--- config.mk ---
export PLATFORM = sky130hd
export DESIGN_NAME = trigger_burst_gen
export DESIGN_NICKNAME = d
export VERILOG_FILES = /design/src/rtl/trig_pkg.sv /design/src/rtl/trigger_burst_gen.sv
export SDC_FILE = /design/constraint.sdc
export NUM_CORES = 1
export LEC_CHECK = 0
export CORE_AREA = 10 10 75 61
export DETAILED_ROUTE_END_ITERATION = 10
export DIE_AREA = 0 0 85 71
export GPL_ROUTABILITY_DRIVEN = 0
export PLACE_DENSITY = 0.76
export SLEW_MARGIN = 25
export SYNTH_ARGS = -nofsm -noshare
export SYNTH_HDL_FRONTEND = slang
export SYNTH_SLANG_ARGS = --single-unit
--- constraint.sdc ---
create_clock -name clk -period 2.7 [get_ports clk]
set_input_delay 0.27 -clock clk [delete_from_list [all_inputs] [get_ports clk]]
set_output_delay 0.27 -clock clk [all_outputs]
set_load 0.05 [all_outputs]
--- src/rtl/trig_pkg.sv ---
// Shared types for the trigger burst generator.
// Burst FSM state encoding and timer width.
package trig_pkg;

  typedef enum logic [1:0] {
    IDLE,
    HIGH,
    LOW
  } burst_state_t;

  localparam int TMR_W = 8;

endpackage

--- src/rtl/trigger_burst_gen.sv ---
// Turns each accepted trigger into a burst of fixed-width pulses.
// Tracks busy, end-of-burst, completed bursts and dropped triggers.
module trigger_burst_gen
  import trig_pkg::*;
#(
  parameter int PULSES   = 3,
  parameter int HIGH_CYC = 2,
  parameter int LOW_CYC  = 2,
  parameter int CNT_W    = 8
) (
  input  logic             clk,
  input  logic             reset,
  input  logic             trigger,
  input  logic             en,
  input  logic             clr_ovr,
  output logic             pulse_out,
  output logic             busy,
  output logic             done,
  output logic             overrun,
  output logic [CNT_W-1:0] burst_cnt
);

  localparam logic [TMR_W-1:0] HI_LD =
    TMR_W'(HIGH_CYC - 1);
  localparam logic [TMR_W-1:0] LO_LD =
    TMR_W'(LOW_CYC - 1);
  localparam logic [TMR_W-1:0] LAST_IDX =
    TMR_W'(PULSES - 1);

  burst_state_t     state_q, state_d;
  logic [TMR_W-1:0] tmr_q, tmr_d;
  logic [TMR_W-1:0] idx_q, idx_d;
  logic             pulse_q, pulse_d;
  logic             busy_q, busy_d;
  logic             done_q, done_d;
  logic             ovr_q, ovr_d;
  logic [CNT_W-1:0] cnt_q, cnt_d;
  logic             last_hi;
  logic             drop;

  // State, counters and registered outputs
  always_ff @(posedge clk or negedge reset) begin
    if (!reset) begin
      state_q <= IDLE;
      tmr_q   <= '0;
      idx_q   <= '0;
      pulse_q <= 1'b0;
      busy_q  <= 1'b0;
      done_q  <= 1'b0;
      ovr_q   <= 1'b0;
      cnt_q   <= '0;
    end else begin
      state_q <= state_d;
      tmr_q   <= tmr_d;
      idx_q   <= idx_d;
      pulse_q <= pulse_d;
      busy_q  <= busy_d;
      done_q  <= done_d;
      ovr_q   <= ovr_d;
      cnt_q   <= cnt_d;
    end
  end

  // Next state, width timer and pulse index
  always_comb begin
    state_d = state_q;
    tmr_d   = tmr_q;
    idx_d   = idx_q;
    last_hi = 1'b0;
    unique case (state_q)
      IDLE: begin
        if (trigger && en) begin
          state_d = HIGH;
          tmr_d   = HI_LD;
          idx_d   = '0;
        end
      end
      HIGH: begin
        if (tmr_q != '0) begin
          tmr_d = tmr_q - 1'b1;
        end else if (idx_q < LAST_IDX) begin
          state_d = LOW;
          tmr_d   = LO_LD;
        end else begin
          state_d = IDLE;
          last_hi = 1'b1;
        end
      end
      LOW: begin
        if (tmr_q != '0) begin
          tmr_d = tmr_q - 1'b1;
        end else begin
          state_d = HIGH;
          idx_d   = idx_q + 1'b1;
          tmr_d   = HI_LD;
        end
      end
      default: state_d = IDLE;
    endcase
  end

  // Output values for the next cycle; a new drop beats a clear
  always_comb begin
    drop    = trigger && (state_q != IDLE);
    pulse_d = (state_d == HIGH);
    busy_d  = (state_d != IDLE);
    done_d  = last_hi;
    cnt_d   = cnt_q + CNT_W'(last_hi);
    ovr_d   = (ovr_q && !clr_ovr) || drop;
  end

  assign pulse_out = pulse_q;
  assign busy      = busy_q;
  assign done      = done_q;
  assign overrun   = ovr_q;
  assign burst_cnt = cnt_q;

endmodule

==> summary.md <==
| Metric | Value |
|---|---|
| Status | `completed` |
| DR vias | `1454` |
| DR WL met3 | `approximately 300 um` |
| Tcrit/Tclk final | `0.910` |
| H-tree Lvls | `2` |
| PnR Total Power | `2.29 mW` |
| Number of port buffers | `16` |
| Hold Crit Class | `in2async` |
| Max Buffers Root-to-Sink | `2` |
| Final std cells w/o fill | `228` |
| Post-synthesis cell type count | `53` |
| Cells after Synth | `168` |
| Register bit total from synthesis | `30` |
| Initial Utilization | `0.529` |
| Design area | `0.00198 mm^2` |
| Leakage Power | `0.882 nW` |
| Setup Slack @ Placement | `about 0.24 ns` |
| Die area | `0.00604 mm^2` |
| Data arrival, critical path | `2.63 ns` |
| Most used flip-flop cell after synthesis | `dfrtp_1` |
| Post-synth EDFFs | `0` |
| Worst Setup Start Kind | `register` |
| Detailed placement HPWL | `2.75 mm` |
| FFs w/ async S/R, synth | `1.00` |
| Final hold viol count | `0` |
| Post-layout minimum cycle time | `between 2 and 2.5 ns` |
| F_max | `~0.41 GHz` |
| Multi-input gate area | `871 um^2` |
| # IOs | `17` |
| Cell area power density | `1160 mW/mm^2` |
| Die Ht | `between 70 and 80 um` |
| Post-DRT Antenna Nets | `0` |
| Worst clock skew | `approximately 0.0098 ns` |
| Met1 Wirelength | `1.62 mm` |
| Mean area per synthesized cell | `10.0 um^2` |
| Clock transition at the registers of the reported paths | `approximately 0.07 ns` |
| Antenna violations before repair | `0` |
| DP Cell Count | `220` |
| Post-Syn Area | `0.00168 mm^2` |
| Top Layer Used | `met4` |
| Clock sink count | `30` |
| CP Class | `reg2reg` |
| # DRC | `0` |
| CTS tree | `done` |
| CTS resizes | `0` |
| Filler cells | `261` |
| Sequential share of the synthesized area | `0.447` |
| Vias per cell | `6.38` |
| Number of global-route vias before repair | `1309` |
| Max cap viols | `0` |
| Dpl cell area | `0.00188 mm^2` |
| CTS Buf Count | `5` |
| Antenna Diode Count | `0` |
| First-pass GRT wire length | `between 5 and 6 mm` |
| Sequential cell area | `between 700 and 800 um^2` |
| GRT Total Usage | `0.119` |
| Row count | `18` |
| Max Fanout on Critical Path | `7` |
| Max-slew violations | `0` |
| Setup TNS | `0 ns` |
| Worst slew pin tran | `just under 0.7 ns` |
| Final Setup Violations | `0` |
| Routed wire length | `3.67 mm` |
| Skew-Pair Late Insertion Delay | `0.28 ns` |
| Largest net degree at the start of global routing | `31` |
| Root buffer cell | `clkbuf_8` |
| Layout cells sized above 1 | `0.0798` |
| Post-CTS setup buffers | `0` |
| Fin Hold WS | `0.374 ns` |
| Syn_nets | `181` |
| Most frequent cells in the layout | `dfrtp_1 (30), clkdlybuf4s50_1 (16), nand2_1 (9), nor2_1 (9), inv_1 (9)` |
| Worst vdd ir | `roughly 0.0007 V` |
| RSZ-0062 raised after global routing | `no` |
| Layout Nets | `200` |
| Layout area overhead | `17.6%` |
| Crit path capture type | `register` |
| Commonest non-fill, non-tap cell in the layout | `dfrtp_1` |
| Final cell utilization of the core | `0.622` |
| Ys Warns | `0` |
| Wire per inst | `roughly 16 um` |
| Met2 Routed Length | `1.71 mm` |
| Core area | `0.00318 mm^2` |
| Final critical-path setup slack | `around 0.24 ns` |
| Critical Path RT | `2.87 ns` |
| First-pass iteration count of the detailed router | `4` |
| Hold Buf Count CTS | `0` |
| Chip width | `85 um` |
| Total grt overflow | `0` |
| Iteration-0 DRC count of the detailed router | `95` |
| Relative slew slack | `0.539` |
==> worst paths after layout <==
kind                                   start            to  slack, ns  cells past startpoint
worst max-delay path                tmr_q[2]  burst_cnt[5]       0.24                      7
worst min register to register  burst_cnt[7]  burst_cnt[7]       0.48                      1
min in group clk                burst_cnt[7]  burst_cnt[7]       0.48                      1
worst min-delay path                   reset  burst_cnt[3]       0.37                      2
worst max register to register      tmr_q[2]  burst_cnt[5]       0.24                      7
max in group asynchronous              reset       overrun       2.04                      2
==> Yosys cell counts, drive strengths merged, types with 2 or more instances <==
cell	instances	area share
inv	9	0.020
o311ai	3	0.016
nand3	6	0.018
dfrtp	30	0.45
nand2b	4	0.015
a21oi	5	0.015
or4	4	0.018
nor4	4	0.019
a2111oi	2	0.010
o31ai	6	0.027
and3	4	0.015
xor2	2	0.010
nor3	3	0.0089
nand2	9	0.020
nor3b	2	0.0089
buf	2	0.0060
a31oi	2	0.0074
nand4	4	0.015
a22o	3	0.016
o221ai	4	0.021
clkbuf	4	0.0089
o21ai	11	0.039
xnor2	4	0.021
ha	8	0.060
nor2	9	0.020
==> cell type report <==
type / count / area share
clock buffer: 6 / 0.0418
inverter: 9 / 0.0171
clock inverter: 2 / 0.00633
tap: 40 / 0.0253
multi-input combinational: 123 / 0.441
sequential: 30 / 0.380
timing repair buffer: 18 / 0.0887
==> routing by layer <==
layer / track usage / vias up
met3: 0.0515 / 5
met1: 0.135 / 725
li1: - / 681
met5: 0 / -
met2: 0.191 / 43
met4: 0.0511 / 0
==> worst max-delay path: stages, from the launching register on <==
cell,delay (ns)
dfrtp_1,0.45
or4_1,0.56
or3_1,0.46
nor2_1,0.20
ha_1,0.19
and3_1,0.23
nand3_1,0.11
xnor2_1,0.14
==> cell families after synthesis <==
| family | synth area share |
|---|---|
| fa+ha+maj | 0.0596 |
| compound gates | 0.226 |
| flops | 0.447 |
| xor+xnor | 0.0313 |
| buf+inv | 0.0350 |
| simple gates | 0.188 |
| mux | 0.0127 |
==> report_power, final <==
group	internal [mW]	switching [mW]	total (mW)
combinational	0.453	0.795	1.25
sequential	0.558	0.106	0.665
clock	0.205	0.175	0.380
==> registers in the layout, summed over array words and instances, names as in the netlist <==
register   flops
pulse_out      1
overrun        1
state_q        2
tmr_q          8
idx_q          8
busy           1
done           1
burst_cnt      8
Note: power is estimated with default switching activity, not from simulation.
